## config.mk

```make
export PLATFORM = sky130hd
export DESIGN_NAME = deserializer_1_to_16_align_flat
export DESIGN_NICKNAME = d
export VERILOG_FILES = /design/src/rtl/deserializer_1_to_16_align_if.sv /design/src/rtl/deserializer_1_to_16_align.sv /design/src/flat_wrapper.sv
export SDC_FILE = /design/constraint.sdc
export NUM_CORES = 1
export LEC_CHECK = 0
export ABC_AREA = 0
export CORE_MARGIN = 8
export CORE_UTILIZATION = 30
export DETAILED_ROUTE_END_ITERATION = 7
export PLACE_DENSITY = 0.47
export REMOVE_ABC_BUFFERS = 1
export SLEW_MARGIN = 30
export SYNTH_ARGS = -nofsm -noshare
export SYNTH_HDL_FRONTEND = slang
export SYNTH_SLANG_ARGS = --single-unit
```

## constraint.sdc

```tcl
create_clock -name clk -period 2.2 [get_ports clk]
set_clock_uncertainty 0.2 [all_clocks]
set_input_delay 0.33 -clock clk [delete_from_list [all_inputs] [get_ports clk]]
set_output_delay 0.33 -clock clk [all_outputs]
set_load 0.005 [all_outputs]
```

## src/rtl/deserializer_1_to_16_align_if.sv

```systemverilog
// deserializer_1_to_16_align_if: serial bit input and aligned word output bundle.
// Carries frame_cnt/err_cnt only when DESER_STATS_EN is defined.
interface deserializer_1_to_16_align_if;
    logic        bit_valid;
    logic        bit_in;
    logic [15:0] data_out;
    logic        data_valid;
    logic        locked;
    logic        sync_err;
`ifdef DESER_STATS_EN
    logic [15:0] frame_cnt;
    logic [15:0] err_cnt;
    modport master (output bit_valid, bit_in, input data_out, data_valid, locked, sync_err, frame_cnt, err_cnt);
    modport slave (input bit_valid, bit_in, output data_out, data_valid, locked, sync_err, frame_cnt, err_cnt);
`else
    modport master (output bit_valid, bit_in, input data_out, data_valid, locked, sync_err);
    modport slave (input bit_valid, bit_in, output data_out, data_valid, locked, sync_err);
`endif
endinterface

```

## src/rtl/deserializer_1_to_16_align.sv

```systemverilog
// deserializer_1_to_16_align: MSB-first 1:16 deserializer with sync-word hunt/confirm/lock.
// Optional DESER_STATS_EN adds frame_cnt (wrapping) and err_cnt (saturating) counters.
module deserializer_1_to_16_align #(
    parameter logic [15:0] SYNC_WORD   = 16'hF0A5,
    parameter int          FRAME_WORDS = 4,
    parameter int          MISS_LIMIT  = 2
) (
    input logic clk,
    input logic rst,
    deserializer_1_to_16_align_if.slave bus
);
    localparam logic [1:0] HUNT = 2'd0, CONFIRM = 2'd1, LOCKED = 2'd2;
    localparam logic [7:0] FW = FRAME_WORDS[7:0];
    localparam logic [3:0] ML = MISS_LIMIT[3:0];

    logic [14:0] window_q, window_d;
    logic [3:0]  bit_cnt_q, bit_cnt_d, miss_cnt_q, miss_cnt_d;
    logic [7:0]  word_cnt_q, word_cnt_d;
    logic [1:0]  state_q, state_d;
    logic [15:0] data_out_q, data_out_d, nxt;
    logic        data_valid_q, data_valid_d, sync_err_q, sync_err_d, locked_q, sync_hit;

    assign nxt = {window_q, bus.bit_in};

    always_comb begin
        window_d     = window_q;
        bit_cnt_d    = bit_cnt_q;
        word_cnt_d   = word_cnt_q;
        miss_cnt_d   = miss_cnt_q;
        state_d      = state_q;
        data_out_d   = data_out_q;
        data_valid_d = 1'b0;
        sync_err_d   = 1'b0;
        sync_hit     = 1'b0;
        if (bus.bit_valid) begin
            window_d = nxt[14:0];
            if (state_q == HUNT) begin
                if (nxt == SYNC_WORD) begin
                    bit_cnt_d  = 4'd0;
                    word_cnt_d = 8'd1;
                    state_d    = CONFIRM;
                end
            end else begin
                bit_cnt_d = bit_cnt_q + 4'd1;
                if (bit_cnt_q == 4'd15) begin
                    if (word_cnt_q != 8'd0) begin
                        word_cnt_d   = (word_cnt_q == FW) ? 8'd0 : word_cnt_q + 8'd1;
                        data_out_d   = (state_q == LOCKED) ? nxt : data_out_q;
                        data_valid_d = (state_q == LOCKED);
                    end else if (nxt == SYNC_WORD) begin
                        sync_hit   = 1'b1;
                        state_d    = LOCKED;
                        miss_cnt_d = 4'd0;
                        word_cnt_d = 8'd1;
                    end else if (state_q == CONFIRM) begin
                        state_d = HUNT;
                    end else begin
                        // LOCKED miss: flywheel on the assumed boundary until the miss budget runs out
                        sync_err_d = 1'b1;
                        state_d    = (miss_cnt_q + 4'd1 == ML) ? HUNT : LOCKED;
                        miss_cnt_d = (miss_cnt_q + 4'd1 == ML) ? 4'd0 : miss_cnt_q + 4'd1;
                        word_cnt_d = (miss_cnt_q + 4'd1 == ML) ? 8'd0 : 8'd1;
                    end
                end
            end
        end
    end

    always_ff @(posedge clk) begin
        if (rst) begin
            window_q     <= '0;
            bit_cnt_q    <= '0;
            word_cnt_q   <= '0;
            miss_cnt_q   <= '0;
            state_q      <= HUNT;
            data_out_q   <= '0;
            data_valid_q <= 1'b0;
            sync_err_q   <= 1'b0;
            locked_q     <= 1'b0;
        end else begin
            window_q     <= window_d;
            bit_cnt_q    <= bit_cnt_d;
            word_cnt_q   <= word_cnt_d;
            miss_cnt_q   <= miss_cnt_d;
            state_q      <= state_d;
            data_out_q   <= data_out_d;
            data_valid_q <= data_valid_d;
            sync_err_q   <= sync_err_d;
            locked_q     <= (state_q == LOCKED);
        end
    end

    assign bus.data_out   = data_out_q;
    assign bus.data_valid = data_valid_q;
    assign bus.locked     = locked_q;
    assign bus.sync_err   = sync_err_q;

`ifdef DESER_STATS_EN
    logic [15:0] frame_cnt_q, frame_cnt_d, err_cnt_q, err_cnt_d;

    always_comb begin
        frame_cnt_d = sync_hit ? frame_cnt_q + 16'd1 : frame_cnt_q;
        err_cnt_d   = (sync_err_d && err_cnt_q != 16'hFFFF) ? err_cnt_q + 16'd1 : err_cnt_q;
    end

    always_ff @(posedge clk) begin
        if (rst) begin
            frame_cnt_q <= '0;
            err_cnt_q   <= '0;
        end else begin
            frame_cnt_q <= frame_cnt_d;
            err_cnt_q   <= err_cnt_d;
        end
    end

    assign bus.frame_cnt = frame_cnt_q;
    assign bus.err_cnt   = err_cnt_q;
`endif
endmodule

```

## src/flat_wrapper.sv

```systemverilog
// flat-port wrapper written by rule: the top's interface ports become plain ports
module deserializer_1_to_16_align_flat 
#(
    parameter logic [15:0] SYNC_WORD   = 16'hF0A5,
    parameter int          FRAME_WORDS = 4,
    parameter int          MISS_LIMIT  = 2
)
  (clk, rst, bus_bit_valid, bus_bit_in, bus_data_out, bus_data_valid, bus_locked, bus_sync_err);
  deserializer_1_to_16_align_if bus_i ();
  input logic clk;
  input logic rst;
  input wire logic [$bits(bus_i.bit_valid)-1:0] bus_bit_valid;
  input wire logic [$bits(bus_i.bit_in)-1:0] bus_bit_in;
  output wire logic [$bits(bus_i.data_out)-1:0] bus_data_out;
  output wire logic [$bits(bus_i.data_valid)-1:0] bus_data_valid;
  output wire logic [$bits(bus_i.locked)-1:0] bus_locked;
  output wire logic [$bits(bus_i.sync_err)-1:0] bus_sync_err;
  assign bus_i.bit_valid = bus_bit_valid;
  assign bus_i.bit_in = bus_bit_in;
  assign bus_data_out = bus_i.data_out;
  assign bus_data_valid = bus_i.data_valid;
  assign bus_locked = bus_i.locked;
  assign bus_sync_err = bus_i.sync_err;
  deserializer_1_to_16_align #(.SYNC_WORD(SYNC_WORD), .FRAME_WORDS(FRAME_WORDS), .MISS_LIMIT(MISS_LIMIT)) u_core (.clk(clk), .rst(rst), .bus(bus_i));
endmodule
```

# Yosys cells after proc, flatten, opt, wreduce, memory -nomap -nowiden
# Cells that the tools add are included.
[word_totals] mem_count=0 in_bits=4 word_cells=57 latch_bits=0 mem_bits_ro=0 out_inout_bits=19 reg_bits=52 ramBits=0
[classes] n_addsub=3 n_eq_ne=10 n_mul=0 div_mod_pow=0 bitwise=4 order_cmp=0 n_reduce_logical=10 shifts=0 mux=21
[op_table] cell="2-to-1 mux 8 bit" n=7
[op_table] cell="2-to-1 mux 4 bit" n=5
[op_table] cell="== test 16 bit (second input constant)" n=1
[op_table] cell="2-to-1 mux 2 bit" n=7
[op_table] cell="AND reduction 5 bit" n=2
[op_table] cell="adder 4 x 1 -> 4 bit (second input constant)" n=2
[op_table] cell="adder 8 x 1 -> 8 bit (second input constant)" n=1
[op_table] cell="== test 8 x 3 -> 1 bit (second input constant)" n=1
[op_table] cell="AND reduction 4 bit" n=2
[op_table] cell="nonzero test 8 bit" n=1
[op_table] cell="OR reduction 6 bit" n=1
[op_table] cell="OR reduction 5 bit" n=1
[op_table] cell="== test 4 x 2 -> 1 bit (second input constant)" n=1
[op_table] cell="== test 4 bit (second input constant)" n=1
[op_table] cell="!= test 2 x 1 -> 1 bit (second input constant)" n=2
[op_table] cell="!= test 4 bit (second input constant)" n=1
[op_table] cell="inverter 1 bit" n=4
[op_table] cell="== test 2 x 1 -> 1 bit (second input constant)" n=1
[op_table] cell="== test 2 bit (second input constant)" n=1
[op_table] cell="zero test 2 bit" n=1
[op_table] cell="2-to-1 mux 1 bit" n=2
[op_table] cell="!= test 2 bit (second input constant)" n=1
[op_table] cell="AND reduction 2 bit" n=1
[op_table] cell="nonzero test 2 bit" n=1

# Longest topological paths before layout
# Gate-level depths: netlist of run 1.
[depth] ltp_word=8 depth_mapped=8 depth_no_buf=7

# Least setup slack after synthesis of run 1
# No wires, ideal clock.
[synth_timing] path_kind="reg2reg" from="register u_core.word_cnt_q[0]" to="register u_core.data_out_q[0] (netlist: u_core.bus.data_out[0])" path_stages_with_launch=9 setup_ns=0.128 slack_ns=-0.095 required_ns=1.872 synth_period_minus_slack_ns=2.295 n_path_buf=1 arrival_ns=1.967 path_cell_list="dfxtp_1 inv_1 ha_1 or3b_2 nor2_1 nor3_2 buf_2 mux2i_1 nor2_1"
[synth_between] elab_chain_len=2
[synth_lines] element="start: declaration" line_no="deserializer_1_to_16_align.sv:18" text="logic [7:0] word_cnt_q, word_cnt_d;"
[synth_lines] element="start signal: assignment" line_no="deserializer_1_to_16_align.sv:83" text="word_cnt_q <= word_cnt_d;"
[synth_lines] element="nonzero test 8 bit" line_no="deserializer_1_to_16_align.sv:46" text="if (word_cnt_q != 8'd0) begin"
[synth_lines] element="AND reduction 5 bit (no source line)"
[synth_lines] element="end signal: assignment" line_no="deserializer_1_to_16_align.sv:86" text="data_out_q <= data_out_d;"
[synth_lines] element="end: declaration" line_no="deserializer_1_to_16_align.sv:20" text="logic [15:0] data_out_q, data_out_d, nxt;"
# No other way between the ends.
# A chain may end at the register's enable or synchronous reset.

# Worst setup path in the final report of run 1
[layout_timing] from="register u_core.window_q[2]" to="register u_core.word_cnt_q[6]"
[layout_between] elab_chain_len=5 word_cells_on_any_way=8 cone_classes="eq/ne (3); mux (4); reduce/logical (1)"
[layout_lines] element="start: declaration" line_no="deserializer_1_to_16_align.sv:16" text="logic [14:0] window_q, window_d;"
[layout_lines] element="start signal: assignment" line_no="deserializer_1_to_16_align.sv:81" text="window_q <= window_d;"
[layout_lines] element="== test 16 bit *" line_no="deserializer_1_to_16_align.sv:38, deserializer_1_to_16_align.sv:50"
[layout_lines] element="2-to-1 mux 8 bit" line_no="deserializer_1_to_16_align.sv:50" text="end else if (nxt == SYNC_WORD) begin"
[layout_lines] element="2-to-1 mux 8 bit" line_no="deserializer_1_to_16_align.sv:46"
[layout_lines] element="2-to-1 mux 8 bit" line_no="deserializer_1_to_16_align.sv:45" text="if (bit_cnt_q == 4'd15) begin"
[layout_lines] element="2-to-1 mux 8 bit" line_no="deserializer_1_to_16_align.sv:37" text="if (state_q == HUNT) begin"
# Every way passes the cells marked *; elsewhere a longest branch is shown, timed or not. The select of a mux whose other input is x is not followed.

==> results of run 1 <==
worst max-delay path, stage by stage (launching register included):
cell and delay (ps):
sky130_fd_sc_hd__dfxtp_1 320, sky130_fd_sc_hd__or4b_4 550, sky130_fd_sc_hd__nor4_4 220, sky130_fd_sc_hd__o221ai_4 180, sky130_fd_sc_hd__or4_1 540, sky130_fd_sc_hd__a21oi_1 140
metal layers:
layer / GRT usage / routed length (um) / up-vias
li1: - / - / 962
met1: 0.1165 / 2542 / 858
met5: 0 / 0 / -
met2: 0.1554 / 2310 / 25
met4: 0.02792 / 48 / 0
met3: 0.02974 / 219 / 7
cell families after synthesis:
group / share of synthesized area
fa+ha+maj: 0.02714
simple gates: 0.2362
buf+inv: 0.02931
mux: 0.1390
flops: 0.4517
compound gates: 0.1129
xor+xnor: 0.003801
registers in the layout, summed over array words and instances (netlist names):
register / count
u_core.bus.data_out: 16
u_core.window_q: 15
u_core.word_cnt_q: 8
u_core.bit_cnt_q: 4
u_core.miss_cnt_q: 4
u_core.state_q: 2
u_core.bus.data_valid: 1
u_core.bus.locked: 1
u_core.bus.sync_err: 1
placed cells by master (no fill, tap or decap), types with 2 or more instances in the layout:
cell and instances:
sky130_fd_sc_hd__clkbuf_8 5, sky130_fd_sc_hd__clkdlybuf4s50_1 21, sky130_fd_sc_hd__nor2b_1 3, sky130_fd_sc_hd__bufinv_16 2, sky130_fd_sc_hd__mux2i_1 32, sky130_fd_sc_hd__dfxtp_2 2
sky130_fd_sc_hd__o22ai_1 2, sky130_fd_sc_hd__a31oi_1 2, sky130_fd_sc_hd__a21oi_1 16, sky130_fd_sc_hd__or4_1 2, sky130_fd_sc_hd__buf_4 27, sky130_fd_sc_hd__nand2b_1 6
sky130_fd_sc_hd__dfxtp_1 50, sky130_fd_sc_hd__inv_2 2, sky130_fd_sc_hd__ha_1 4, sky130_fd_sc_hd__nor2_1 46, sky130_fd_sc_hd__nor3_4 2, sky130_fd_sc_hd__or4b_1 3
sky130_fd_sc_hd__o21ai_0 12, sky130_fd_sc_hd__and3_1 4, sky130_fd_sc_hd__nand2_1 7, sky130_fd_sc_hd__o21ai_1 2, sky130_fd_sc_hd__nand3_1 4, sky130_fd_sc_hd__nand4bb_1 2
sky130_fd_sc_hd__a41oi_1 2, sky130_fd_sc_hd__nor3b_1 2
repair_timing:
action	4_1_cts	5_1_grt
setup endpoints to repair	13	15
buffers inserted	0	1
resized for setup	10	5
pin swaps	5	5
metrics by stage:
step,total power [mW],instances,utilization
final,1.759,392,0.3980
after global routing,1.833,392,0.3980
after CTS,1.789,391,0.3950
after detailed placement,1.019,384,0.3727
after global placement,1.019,384,0.3727
after floorplan,0.9780,232,-
layout make-up:
class | instances | area share
well taps | 102 | 0.04238
clock inverters | 2 | 0.01994
repair buffers | 51 | 0.1491
flip-flops and latches | 52 | 0.3465
inverters | 3 | 0.003739
clock buffers | 5 | 0.02285
multi-input cells | 177 | 0.4155
final timing paths:
check,slack [ps],depth (start not counted),from,end
hold reg to reg,300,2,u_core.bus.data_out[12],u_core.bus.data_out[12]
setup / recovery,-3,5,u_core.window_q[2],u_core.word_cnt_q[6]
hold / removal,230,2,rst,u_core.bus.data_out[14]
setup reg to reg,-3,5,u_core.window_q[2],u_core.word_cnt_q[6]
power breakdown:
group          internal [mW]  switching (mW)  total [mW]
sequential             0.943         0.00170       0.944
clock                  0.448           0.315       0.763
combinational         0.0205          0.0311      0.0516
total                   1.41           0.348        1.76
==> parameters.txt, run 1 <==
Parameter                              Value

Job
  Number of maximum-capacitance violations    0

Routing
  Average wire length per cell after detail routing    13.06 um
  Vias post-DR    1,852
  Starting DRC count in detailed routing    69
  Routed wire length    5121 um
  Antenna Nets Post-Route    0
  DRC violation count after routing    0
  Number of iterations in the first detailed-routing pass    4
  Number of vias per cell after detailed routing    4.724

GRT
  First-pass GRT wire length    8756 um
  GR Overflow Total    0
  Via count of the first global-routing pass    1,783
  Maximum number of pins on one net before global-route repair    21
  Initial antenna violation count    0
  All-Layer GR Usage    0.09498

Timing
  Final critical-path required period    2203 ps
  Achievable frequency    453.9 MHz
  Total Neg Setup Slack    -3.315 ps
  # setup viols final    1
  Setup repair after global routing missed its margin    yes
  Final Hold Vio Count    0
  Share of the clock period used by the worst path after layout    1.002
  Setup slack after layout    -3.315 ps
  Hold slack final    230.8 ps
  Max Transition Viols Final    0
  Max-slew headroom    0.6989
  Worst Max-Slew Pin Slew    450.0 ps

Final layout
  Footprint of the multi-input gates    0.001251 sq mm
  Antenna cell count    0
  Synth-to-Final Area Change    30.67%
  Layout Cell Area excl Fill    0.003012 sq mm
  Net count reported at finish    299
  Fraction of layout cells with a size suffix above 1    0.1931
  Filler cell count in the final layout    757
  Area taken by flip-flops and latches    0.001044 sq mm

CTS
  CTS hold repair buffers    0
  Number of clock buffers inserted by TritonCTS    5
  Clk slew on worst S/H paths    90 ps
  Sink count of the clock tree    52
  Clock latency at the later pin of the worst-skew pair    300 ps
  TritonCTS clock tree    yes
  Cell chosen for the clock root    sky130_fd_sc_hd__clkbuf_8
  Clock Tree Buf Depth    2
  Total number of H-tree levels    2

Logic synthesis
  Largest cells by area after synthesis    sky130_fd_sc_hd__dfxtp_1 (45%), sky130_fd_sc_hd__mux2i_1 (14%), sky130_fd_sc_hd__nor2_1 (7.5%), sky130_fd_sc_hd__a21oi_1 (3.5%), sky130_fd_sc_hd__o21ai_0 (2.8%)
  Cell count after synthesis    246
  Top cell types by occurrence after synthesis    sky130_fd_sc_hd__dfxtp_1 (52), sky130_fd_sc_hd__nor2_1 (46), sky130_fd_sc_hd__mux2i_1 (32)
  Fraction of the yosys area taken by sequential cells    0.4517
  Number of distinct library cell variants in the gate-level netlist after synthesis    44
  Number of flops mapped to enable cells by yosys    0
  Total number of yosys warnings    0
  Share of synthesized registers carrying an async set or reset    0
  Mean instance size in the synthesized netlist    9.369 sq um
  Area of the mapped netlist    0.002305 sq mm
  Commonest register cell after synthesis    sky130_fd_sc_hd__dfxtp_1
  Post-synthesis cell type with the largest combined area    sky130_fd_sc_hd__dfxtp_1
  Synthesized flop and latch total    52
  Synth top area share    0.4517
  Count leader, synth    sky130_fd_sc_hd__dfxtp_1

Setup path
  CP Class    flip-flop to flip-flop
  Critical path endpoint category    flip-flop
  WP data required    2240 ps
  Crit path max fanout    6
  Crit path arrival time    2240 ps
  Worst setup SP type    flip-flop

Die
  IO Count    23
  Die width    103.7 um
  Cell Rows    32
  Vertical die dimension    103.7 um
  Starting density of the core    0.3046
  Die ar.    0.01074 sq mm
  Core Box Area    0.007567 sq mm

Power
  Worst VDD drop    0.0002561 V
  Cell area power density    584.1 mW/mm^2
  Static power due to leakage    1.115 nW

Placed design
  # port buffers    22
  Post-Place Worst Slack    -255.8 ps
  Detailed Place HPWL    3580 um
  Gpl congestion    0.7326
  Instance area at placement    0.002820 sq mm

Status
  Status    complete, but fails checks
  Violated checks    setup timing

Hold path
  Hold WC Path Type    input port to flip-flop
Power figures use the tool's default switching activity.
==> inputs of run 2 (changes only) <==
Settings changed: CORE_ASPECT_RATIO set to 0.8, SKIP_CTS_REPAIR_TIMING set to 1.
==> run 2 against run 1 <==
Routed wire length is 1.4% lower. Fmax is 0.28% lower. Final cell count increased by 1.3%. The run still ends with setup timing left. Total power shrank 12%. Critical path type unchanged. Largest cell class unchanged. Clock-buffer cell count is 1 higher. First-iteration DRC count down 41%. Combinational power is essentially flat.
==> parameters.txt, run 2 (same netlist as run 1, synthesis figures left out) <==
Parameter                              Value

Final layout
  Fraction of layout cells with a size suffix above 1    0.2192 (+0.02607)
  Largest register FFs    16 (unchanged)
  Footprint of the multi-input gates    0.001274 sq mm (+1.8%)
  Antenna cell count    0 (unchanged)
  Net count reported at finish    300 (+0.33%)
  Filler cell count in the final layout    792 (+4.6%)
  Synth-to-Final Area Change    30.51%
  Area taken by flip-flops and latches    0.001046 sq mm (+0.24%)
  Count of non-filler cells in the finished layout    397 (+1.3%)
  Most common cell after layout, fill and taps aside    sky130_fd_sc_hd__dfxtp_1
  Commonest cells after routing, fill and taps aside    sky130_fd_sc_hd__dfxtp_1 (48), sky130_fd_sc_hd__nor2_1 (45), sky130_fd_sc_hd__mux2i_1 (32), sky130_fd_sc_hd__buf_4 (28), sky130_fd_sc_hd__clkdlybuf4s50_1 (21)
  Layout Cell Area excl Fill    0.003008 sq mm (-0.12%)

Placed design
  Gpl congestion    0.7600 (+3.7%)
  Post-Place Worst Slack    -259.2 ps (-3.447 ps)
  Detailed Place HPWL    3542 um (-1.1%)
  Instance area at placement    0.002824 sq mm (+0.13%)
  # port buffers    22 (unchanged)
  Placed cell count    387 (+0.78%)

Die
  Starting density of the core    0.3103 (+0.005747)
  IO Count    23 (unchanged)
  Die ar.    0.01076 sq mm (+0.16%)
  Die width    114.0 um (+10%)
  Core Box Area    0.007427 sq mm (-1.9%)
  Vertical die dimension    94.40 um (-8.9%)
  Cell Rows    28 (-13%)

Hold path
  Hold WC Path Type    flip-flop to flip-flop

GRT
  GR Overflow Total    0 (unchanged)
  All-Layer GR Usage    0.09855 (+0.003572)
  Maximum number of pins on one net before global-route repair    32 (+52%)
  Initial antenna violation count    0 (unchanged)
  Via count of the first global-routing pass    1,809 (+1.5%)
  First-pass GRT wire length    8659 um (-1.1%)

Timing
  Max Transition Viols Final    0 (unchanged)
  Max-slew headroom    0.5907 (-0.1082)
  Worst Max-Slew Pin Slew    614.0 ps (+164.0 ps)
  Setup repair after global routing missed its margin    yes
  Final critical-path required period    2209 ps (+6.092 ps)
  Share of the clock period used by the worst path after layout    1.004 (+0.002769)
  # setup viols final    1 (unchanged)
  Achievable frequency    452.6 MHz (-0.28%)
  Setup slack after layout    -9.407 ps (-6.092 ps)
  Final Hold Vio Count    0 (unchanged)

Power
  Worst VDD drop    0.0002556 V (-0.20%)
  PnR Total Power    1.553 mW (-12%)
  Cell area power density    516.3 mW/mm^2 (-12%)
  Static power due to leakage    1.108 nW (-0.69%)

Setup path
  Largest incremental delay on the critical path    580 ps (+30 ps)
  CP Class    flip-flop to flip-flop
  Crit path max fanout    5 (-1)
  WP data required    2220 ps (-20 ps)
  Cell with the biggest individual delay on the critical path    sky130_fd_sc_hd__or4_4
  Critical path endpoint category    flip-flop
  Worst setup SP type    flip-flop
  Worst path cell trace    or4_4 -> o31a_1 -> o221a_4 -> and3_1 -> a221oi_2
  Crit path arrival time    2230 ps (about the same)

CTS
  Sink count of the clock tree    52 (unchanged)
  Clk slew on worst S/H paths    100 ps (about the same)
  TritonCTS clock tree    yes
  Clock Tree Buf Depth    2 (unchanged)
  Clock latency at the later pin of the worst-skew pair    300 ps (about the same)
  Total number of H-tree levels    2 (unchanged)
  Cell chosen for the clock root    sky130_fd_sc_hd__clkbuf_8
  Number of clock buffers inserted by TritonCTS    5 (unchanged)

Routing
  Number of vias per cell after detailed routing    4.703 (-0.46%)
  Number of iterations in the first detailed-routing pass    4 (unchanged)
  DRC violation count after routing    0 (unchanged)
  Routed wire length    5051 um (-1.4%)
  Average wire length per cell after detail routing    12.72 um (-2.6%)
  Starting DRC count in detailed routing    41 (-41%)
  Vias post-DR    1,867 (+0.81%)
  Antenna Nets Post-Route    0 (unchanged)

Job
  Number of maximum-capacitance violations    0 (unchanged)

Status
  Status    complete, but fails checks
  Violated checks    setup timing
run 2: changes by cell type in the layout (fill, tap and decap cells not counted), sizes merged:
cell,change
buf,+1
bufinv,-2
clkbuf,+1
clkinv,+1
clkinvlp,+1
run 2: where the power goes:
group	total [mW]	internal, mW	switching [mW]
clock network	0.557	0.227	0.330
logic	0.0515	0.0204	0.0310
registers	0.944	0.943	0.00160
run 2: worst paths after layout:
| path | start | end | slack, ps | cells past startpoint |
|---|---|---|---|---|
| hold reg to reg | u_core.bus.data_out[14] | u_core.bus.data_out[14] | 300 | 2 |
| hold / removal | u_core.bus.data_out[14] | u_core.bus.data_out[14] | 300 | 2 |
| setup / recovery | u_core.word_cnt_q[3] | u_core.word_cnt_q[0] | -9 | 5 |
| setup reg to reg | u_core.word_cnt_q[3] | u_core.word_cnt_q[0] | -9 | 5 |
run 2: per-layer routing:
metal | track usage | part of all wire | vias up
met4 | 0.01989 | 0.0063 | 0
met1 | 0.1328 | 0.52 | 878
met5 | 0 | 0 | -
met2 | 0.1494 | 0.43 | 20
li1 | - | - | 965
met3 | 0.03444 | 0.046 | 4
run 2: worst max-delay path: cells and delay by family, from the launching register on:
kind            cells  cell delay, ps
compound gates      3             820
simple gates        2             750
flops               1             350
run 2: through the flow:
| stage | setup TNS [ps] | hold slack, ps | utilization |
|---|---|---|---|
| after floorplan | -5818 | 196.2 | - |
| after global placement | -3967 | 278.7 | 0.3802 |
| after detailed placement | -3928 | 280.9 | 0.3802 |
| after CTS | -1315 | 304.7 | 0.3922 |
| after global routing | -550.5 | 330.8 | 0.4050 |
| final | -9.407 | 301.4 | 0.4050 |
run 2: cell type report:
type	count	share of cell area
multi-input cells	177	0.4235
flip-flops and latches	52	0.3478
repair buffers	52	0.1518
well taps	105	0.04368
clock buffers	6	0.02413
clock inverters	2	0.005408
inverters	3	0.003744
